<file path="config.mk">
export PLATFORM = sky130hd
export DESIGN_NAME = normalizer_32bit_flat
export DESIGN_NICKNAME = d
export VERILOG_FILES = /design/src/rtl/normalizer_32bit_pkg.sv /design/src/rtl/normalizer_32bit_if.sv /design/src/rtl/normalizer_32bit.sv /design/src/flat_wrapper.sv
export SDC_FILE = /design/constraint.sdc
export NUM_CORES = 1
export LEC_CHECK = 0
export CELL_PAD_IN_SITES_DETAIL_PLACEMENT = 1
export CELL_PAD_IN_SITES_GLOBAL_PLACEMENT = 2
export CORE_MARGIN = 1.5
export CORE_UTILIZATION = 28
export CTS_CLUSTER_SIZE = 20
export DETAILED_ROUTE_END_ITERATION = 12
export HOLD_SLACK_MARGIN = 0.02
export PLACE_DENSITY_LB_ADDON = 0.1
export SYNTH_ARGS = -nofsm -noshare
export SYNTH_HDL_FRONTEND = slang
export SYNTH_SLANG_ARGS = --single-unit
</file>
<file path="constraint.sdc">
create_clock -name i_clk -period 3.2 [get_ports i_clk]
set_input_delay 0.48 -clock i_clk [delete_from_list [all_inputs] [get_ports i_clk]]
set_output_delay 0.48 -clock i_clk [all_outputs]
set_load 0.01 [all_outputs]
</file>
<file path="src/rtl/normalizer_32bit_pkg.sv">
// Shared datapath constants and FSM state type for the iterative normalizer.
// Latency: n/a (package only).
// Backpressure: n/a (package only).
package normalizer_32bit_pkg;

    localparam int DATA_W = 32;
    localparam int CNT_W  = 6;

    typedef enum logic [1:0] {
        IDLE  = 2'd0,
        SHIFT = 2'd1,
        DONE  = 2'd2
    } state_t;

endpackage

</file>
<file path="src/rtl/normalizer_32bit_if.sv">
// Operand/result handshake bundle between a producer/consumer and the normalizer.
// Latency: n/a (wires only).
// Backpressure: valid/ready in both directions.
interface normalizer_32bit_if;
    import normalizer_32bit_pkg::*;

    logic              in_valid;
    logic              in_ready;
    logic [DATA_W-1:0] data_in;
    logic              out_valid;
    logic              out_ready;
    logic [DATA_W-1:0] data_out;
    logic [CNT_W-1:0]  lz_count;
    logic              zero;

    modport master (
        output in_valid, data_in, out_ready,
        input  in_ready, out_valid, data_out, lz_count, zero
    );

    modport slave (
        input  in_valid, data_in, out_ready,
        output in_ready, out_valid, data_out, lz_count, zero
    );

endinterface

</file>
<file path="src/rtl/normalizer_32bit.sv">
// Iterative left-normalizer: shifts one bit per cycle until bit 31 is set, reports leading zeros.
// Latency: 1 cycle for zero or msb-set operands, otherwise 1 + lz cycles (max 32).
// Backpressure: one operand in flight; result held in DONE until out_ready, in_ready only in IDLE.
module normalizer_32bit
    import normalizer_32bit_pkg::*;
(
    input  logic              i_clk,
    input  logic              i_rst_n,
    normalizer_32bit_if.slave bus
);

    state_t            state, state_nxt;
    logic [DATA_W-1:0] shreg, shreg_nxt;
    logic [CNT_W-1:0]  cnt, cnt_nxt;
    logic              zero_q, zero_nxt;

    always_ff @(posedge i_clk or negedge i_rst_n) begin
        if (!i_rst_n) begin
            state  <= IDLE;
            shreg  <= '0;
            cnt    <= '0;
            zero_q <= 1'b0;
        end else begin
            state  <= state_nxt;
            shreg  <= shreg_nxt;
            cnt    <= cnt_nxt;
            zero_q <= zero_nxt;
        end
    end

    always_comb begin
        state_nxt = state;
        shreg_nxt = shreg;
        cnt_nxt   = cnt;
        zero_nxt  = zero_q;
        case (state)
            IDLE: begin
                if (bus.in_valid) begin
                    shreg_nxt = bus.data_in;
                    cnt_nxt   = '0;
                    zero_nxt  = 1'b0;
                    if (bus.data_in == '0) begin
                        // Nothing to shift: report the full width as the leading-zero count.
                        state_nxt = DONE;
                        cnt_nxt   = CNT_W'(DATA_W);
                        zero_nxt  = 1'b1;
                    end else if (bus.data_in[DATA_W-1]) begin
                        state_nxt = DONE;
                    end else begin
                        state_nxt = SHIFT;
                    end
                end
            end
            SHIFT: begin
                shreg_nxt = {shreg[DATA_W-2:0], 1'b0};
                cnt_nxt   = cnt + 1'b1;
                // Operand is nonzero, so this terminates after at most 31 shifts.
                if (shreg[DATA_W-2]) begin
                    state_nxt = DONE;
                end
            end
            DONE: begin
                if (bus.out_ready) begin
                    state_nxt = IDLE;
                end
            end
            default: state_nxt = IDLE;
        endcase
    end

    assign bus.in_ready  = (state == IDLE);
    assign bus.out_valid = (state == DONE);
    assign bus.data_out  = shreg;
    assign bus.lz_count  = cnt;
    assign bus.zero      = zero_q;

endmodule

</file>
<file path="src/flat_wrapper.sv">
// flat-port wrapper written by rule: the top's interface ports become plain ports
module normalizer_32bit_flat import normalizer_32bit_pkg::*;
  (i_clk, i_rst_n, bus_in_valid, bus_data_in, bus_out_ready, bus_in_ready, bus_out_valid, bus_data_out, bus_lz_count, bus_zero);
  normalizer_32bit_if bus_i ();
  input  logic i_clk;
  input  logic i_rst_n;
  input wire logic [$bits(bus_i.in_valid)-1:0] bus_in_valid;
  input wire logic [$bits(bus_i.data_in)-1:0] bus_data_in;
  input wire logic [$bits(bus_i.out_ready)-1:0] bus_out_ready;
  output wire logic [$bits(bus_i.in_ready)-1:0] bus_in_ready;
  output wire logic [$bits(bus_i.out_valid)-1:0] bus_out_valid;
  output wire logic [$bits(bus_i.data_out)-1:0] bus_data_out;
  output wire logic [$bits(bus_i.lz_count)-1:0] bus_lz_count;
  output wire logic [$bits(bus_i.zero)-1:0] bus_zero;
  assign bus_i.in_valid = bus_in_valid;
  assign bus_i.data_in = bus_data_in;
  assign bus_i.out_ready = bus_out_ready;
  assign bus_in_ready = bus_i.in_ready;
  assign bus_out_valid = bus_i.out_valid;
  assign bus_data_out = bus_i.data_out;
  assign bus_lz_count = bus_i.lz_count;
  assign bus_zero = bus_i.zero;
  normalizer_32bit u_core (.i_clk(i_clk), .i_rst_n(i_rst_n), .bus(bus_i));
endmodule
</file>
==> out/qor.txt, run 1 <==
Status = finished clean
Initial Utilization = 0.2947
CTS tree = done
Clk slew on worst S/H paths = 90 ps
Vias in the first global route = 1722
Skew-Pair Late Insertion Delay = 300 ps
Cell taking the most area after synthesis = dfrtp_1
Grt total ovfl = 0
Grt peak-use layer = met2
Fin Clk Skew = 9.991 ps
Final Cell Area = 2937 um2
Top Ports = 77
Detailed Route WL = 5.383 mm
GRT Total Usage = 0.1496
I/O Buffers = 76
Cell Area, Placed = 2835 um2
Routing usage on met1 = 0.2130
Initial antenna violation count = 0
Worst EP required = 2720 ps
Post-synthesis sequential area ratio = 0.5040
TritonRoute pass-1 iters = 4
DR iter-0 viols = 87
Cell row count = 30
Hold bufs inserted after CTS = 0
Library cells used by synthesis = 31
Total CTS buffers = 5
Setup crit start kind = flip-flop
Worst slew pin tran = 934.3 ps
Fin cells = 362
Clock Tree Buf Depth = 2
Max_slew headroom = 0.3771
CP arrival = 1590 ps
CP endpoint kind = primary output
WS Path Type = reg -> out
Fin util = 0.4252
Via density = 4.641
DRC errors left = 0
Setup total negative slack = 0 ps
Routed Antenna Nets = 0
Root buffer cell = clkbuf_8
Post-synth EDFFs = 0
Crit share post-route = 0.6483
Commonest non-fill, non-tap cell in the layout = clkdlybuf4s50_1
Largest net degree at the start of global routing = 48
Fmax = 482.0 MHz
Leading cell types in the layout, fill and taps excluded = clkdlybuf4s50_1 (75), dfrtp_1 (41), nand2_1 (36), mux2i_1 (32), o21ai_1 (26)
Dpl cells = 354
Leakage = 0.001173 uW
Layout Nets = 302
Async set-reset flop share out of synthesis = 1.000
Die Y = 88.27 um
# clock sinks = 41
Post CTS Setup Buffer Count = 0
H-tree levels = 2
Full die area = 7791 um2
Detail Placement HPWL = 3.974 mm
Layout cell share with drive strength beyond 1 = 0.05263
Final hold violation count = 0
Met3 GRT Util = 0.03731
Flops & latches, synth = 41
Post-DR wirelength/cell = 14.87 um
# diodes = 0
RSZ-0062 raised after global routing = no
Mapped cell area = 2036 um2
Post-CTS sizing = 0
Minimum clock period after layout = 2075 ps
Syn Nets = 229
Max-Cap Viols = 0
First-pass GRT wire length = 8.769 mm
Setup-failing EPs final = 0
Worst VDD drop = 0.3867 mV
GPL Wtd Cong = 0.6559
Hold Crit Class = in -> async
Ranking of synthesized cells by area = dfrtp_1 (50%), mux2i_1 (16%), nand2_1 (6.6%), o21ai_1 (6.4%), o21ai_0 (3.0%)
Vias = 1680
Pwr dens = 900.9 nW/um2
Core area = 6907 um2
# fillers = 790
CP Max Fanout = 7
Yosys top cell area share = 0.5040
Area Growth Syn to Fin = 44.25%
Die W = 88.27 um
Syn Inst Count = 192
Synth warnings = 0
Most common flop cell mapped by yosys = dfrtp_1
Grt met2 use = 0.2200
Avg Cell Area, Syn = 10.60 um2
Fin. max-slew vios = 0
## cell type report
type                       instances  area (um2)  area share
clock buffer                       7       96.34     0.03281
tap                               96       120.1     0.04090
sequential                        41        1026      0.3494
timing repair buffer              78       795.8      0.2710
clock inverter                     1       5.005    0.001704
multi-input combinational        139       893.4      0.3042
## power breakdown
group          switching, uW  internal, uW  leakage (uW)
Clock                    185           195     0.0000542
Combinational            594           720      0.000606
Sequential               206           746      0.000513
Total                    985          1660       0.00117
## kinds of logic (layout without fill, tap and decap cells)
logic type | Yosys count | count (layout) | synth area share
AOI/OAI and AO/OA | 46 | 46 | 0.1297
xor gates and xnor gates | 1 | 1 | 0.004303
adders and majority gates | 1 | 1 | 0.006145
buffers and inverters | 12 | 86 | 0.06084
DFF | 41 | 41 | 0.5040
muxes | 33 | 33 | 0.1629
and+or+nand+nor | 58 | 58 | 0.1321
## cells in the mapped netlist (2+ instances only)
library cell	number
and3_1	2
dfrtp_1	41
buf_8	2
o21ai_1	26
nand2b_1	2
buf_12	2
nor2_1	4
nand3_1	2
o21ai_0	12
nand2_1	36
buf_6	2
mux2i_1	32
nand4_1	2
nor4_1	8
buf_2	3
## stage by stage
stage / setup slack (ps) / hold WS (ps) / power (uW)
floorplan: 1937 / 184.4 / 1691
global placement: 1095 / 494.6 / 2286
detailed placement: 1072 / 503.0 / 2304
CTS: 1129 / 360.2 / 2693
global route: 1007 / 400.5 / 2848
finish: 1125 / 320.6 / 2646
## sequential cells by signal, indices dropped and copies added (netlist names)
register             count
u_core.bus.zero          1
u_core.bus.data_out     32
u_core.state             2
u_core.bus.lz_count      6
## layer usage
layer | up-vias | part of all wire
met4 | 0 | 0.011
met2 | 44 | 0.44
met3 | 5 | 0.046
li1 | 832 | -
met1 | 799 | 0.50
met5 | - | 0
## worst paths after layout
kind | cells after the start | endpoint | from | slack (ps)
max | 2 | bus_in_ready | u_core.state[1] | 1130
min | 1 | u_core.bus.data_out[19] | i_rst_n | 320
max reg2reg | 4 | u_core.bus.data_out[12] | u_core.state[0] | 1320
min reg2reg | 2 | u_core.bus.data_out[31] | u_core.bus.data_out[31] | 520
max in group asynchronous | 1 | u_core.bus.data_out[3] | i_rst_n | 2290
min in group i_clk | 2 | u_core.bus.data_out[31] | u_core.bus.data_out[31] | 520
## critical path, stage by stage, from the launching register on
cell	delay (ps)
dfrtp_1	480
nor2_1	240
clkdlybuf4s50_1	580
No activity file was read; power rests on OpenSTA's default activity.
==> inputs of run 2 (changes only) <==
Settings changed: CORE_UTILIZATION 28 to 26.
Clock period 3.2 ns to 2 ns, I/O delays scaled along.
==> out/qor.txt, run 2 (synthesis results as in run 1) <==
Status = finished clean
P_sw = 1591 uW
GPL Wtd Cong = 0.6825
Worst slew pin tran = 496.5 ps
Worst VDD drop = 0.4483 mV
Die Y = 91.49 um
Detailed Route WL = 5.560 mm
Post CTS Setup Buffer Count = 0
First-pass GRT wire length = 9.011 mm
Vias in the first global route = 1729
Via density = 4.599
Fmax = 532.0 MHz
# fillers = 871
RSZ-0062 raised after global routing = no
P_int = 2661 uW
CP Cell Sequence = and2b_1, clkdlybuf4s50_1
Hold Crit Class = in -> async
Grt total ovfl = 0
Cell row count = 32
I/O Buffers = 76
Leading cell types in the layout, fill and taps excluded = clkdlybuf4s50_1 (75), dfrtp_1 (41), nand2_1 (36), mux2i_1 (32), o21ai_1 (26)
Setup total negative slack = 0 ps
Detail Placement HPWL = 4.026 mm
Setup crit start kind = flip-flop
Logic pwr share = 0.508
Layout Nets = 307
Full die area = 8370 um2
Vias = 1711
GRT Total Usage = 0.1383
WS Path Type = reg -> out
Total CTS buffers = 5
Layout cell share with drive strength beyond 1 = 0.06296
Post-DR wirelength/cell = 14.95 um
# diodes = 0
Slowest library cell on the worst path = clkdlybuf4s50_1
DR iter-0 viols = 32
Max reg flops = 32
Largest net degree at the start of global routing = 37
Skew-Pair Late Insertion Delay = 290 ps
DRC errors left = 0
H-tree levels = 2
Initial antenna violation count = 0
Sequential power share = 0.361
CP Max Fanout = 7
Clk slew on worst S/H paths = 80 ps
CP arrival = 1580 ps
Clock Tree Buf Depth = 2
FF/Latch Area = 1026 um2
Root buffer cell = clkbuf_8
Commonest non-fill, non-tap cell in the layout = clkdlybuf4s50_1
Max incr delay on CP = 530 ps
Crit share post-route = 0.9398
Pwr dens = 1419 nW/um2
Max_slew headroom = 0.6690
Clock Power Share = 0.131
Minimum clock period after layout = 1880 ps
CTS tree = done
Multi-input logic area = 895.9 um2
Initial Utilization = 0.2662
Final hold slack = 509.7 ps
Max-Cap Viols = 0
CP endpoint kind = primary output
Leakage = 0.001197 uW
Worst EP required = 1700 ps
Routed Antenna Nets = 0
Area Growth Syn to Fin = 47.20%
Core area = 7647 um2
Switch share = 0.3741
TritonRoute pass-1 iters = 4
CP Buf/Inv Count = 1
Top Ports = 77
Setup-failing EPs final = 0
Fin. max-slew vios = 0
Final hold violation count = 0
Die W = 91.49 um
# clock sinks = 41
Top Family by Delay on Critical Path = buffers and inverters
Fin Clk Skew = 6.178 ps
Total power = 4252 uW
run 2: final cells by class:
class                      count  share of cell area
tap                          102             0.04259
multi-input combinational    139              0.2990
clock buffer                   7             0.02881
timing repair buffer          83              0.2873
sequential                    41              0.3424
run 2: repair_timing:
action / 4_1_cts / 5_1_grt
gates resized for setup: 0 / 1
hold endpoints to repair: 19 / 0
hold buffers: 1 / 0
endpoints found under the setup margin: 0 / 1
run 2: metrics by stage:
stage          instance area, um2  std cells  utilization  worst slack (ps)
2_1_floorplan                2036        192            -             769.3
3_3_place_gp                 2898        364       0.3789             64.11
3_5_place_dp                 2898        364       0.3789             65.58
4_1_cts                      2994        372       0.3915             84.48
5_1_grt                      2997        372       0.3919             54.06
6_report                     2997        372       0.3919             120.4
run 2: power groups by stage:
stage	logic [uW]	clock network [uW]	registers, uW
after floorplan	1090	0	1620
after global placement	2160	0	1560
after detailed placement	2190	0	1550
after CTS	2200	579	1540
after global routing	2350	615	1600
final	2160	558	1530
run 2: worst paths after layout:
check | slack (ps) | startpoint | to | cells past startpoint
setup / recovery | 120 | u_core.state[0] | bus_out_valid | 2
hold / removal | 510 | i_rst_n | u_core.bus.data_out[27] | 2
setup reg to reg | 470 | u_core.state[0] | u_core.bus.data_out[11] | 4
hold reg to reg | 510 | u_core.bus.data_out[31] | u_core.bus.data_out[31] | 2
max in group asynchronous | 990 | i_rst_n | u_core.bus.data_out[21] | 3
min in group i_clk | 510 | u_core.bus.data_out[31] | u_core.bus.data_out[31] | 2
run 2: worst register-to-register path, cell delays in order (launching register included):
cell,delay (ps)
dfrtp_1,540
nor2b_4,230
buf_12,250
mux2i_1,300
o21ai_1,90
run 2: per-layer routing:
layer | GRT usage | vias to the layer above | part of all wire
met5 | 0 | - | 0
met4 | 0.03516 | 0 | 0.0063
met3 | 0.04271 | 4 | 0.055
met2 | 0.1959 | 51 | 0.42
met1 | 0.2023 | 817 | 0.52
li1 | - | 839 | -
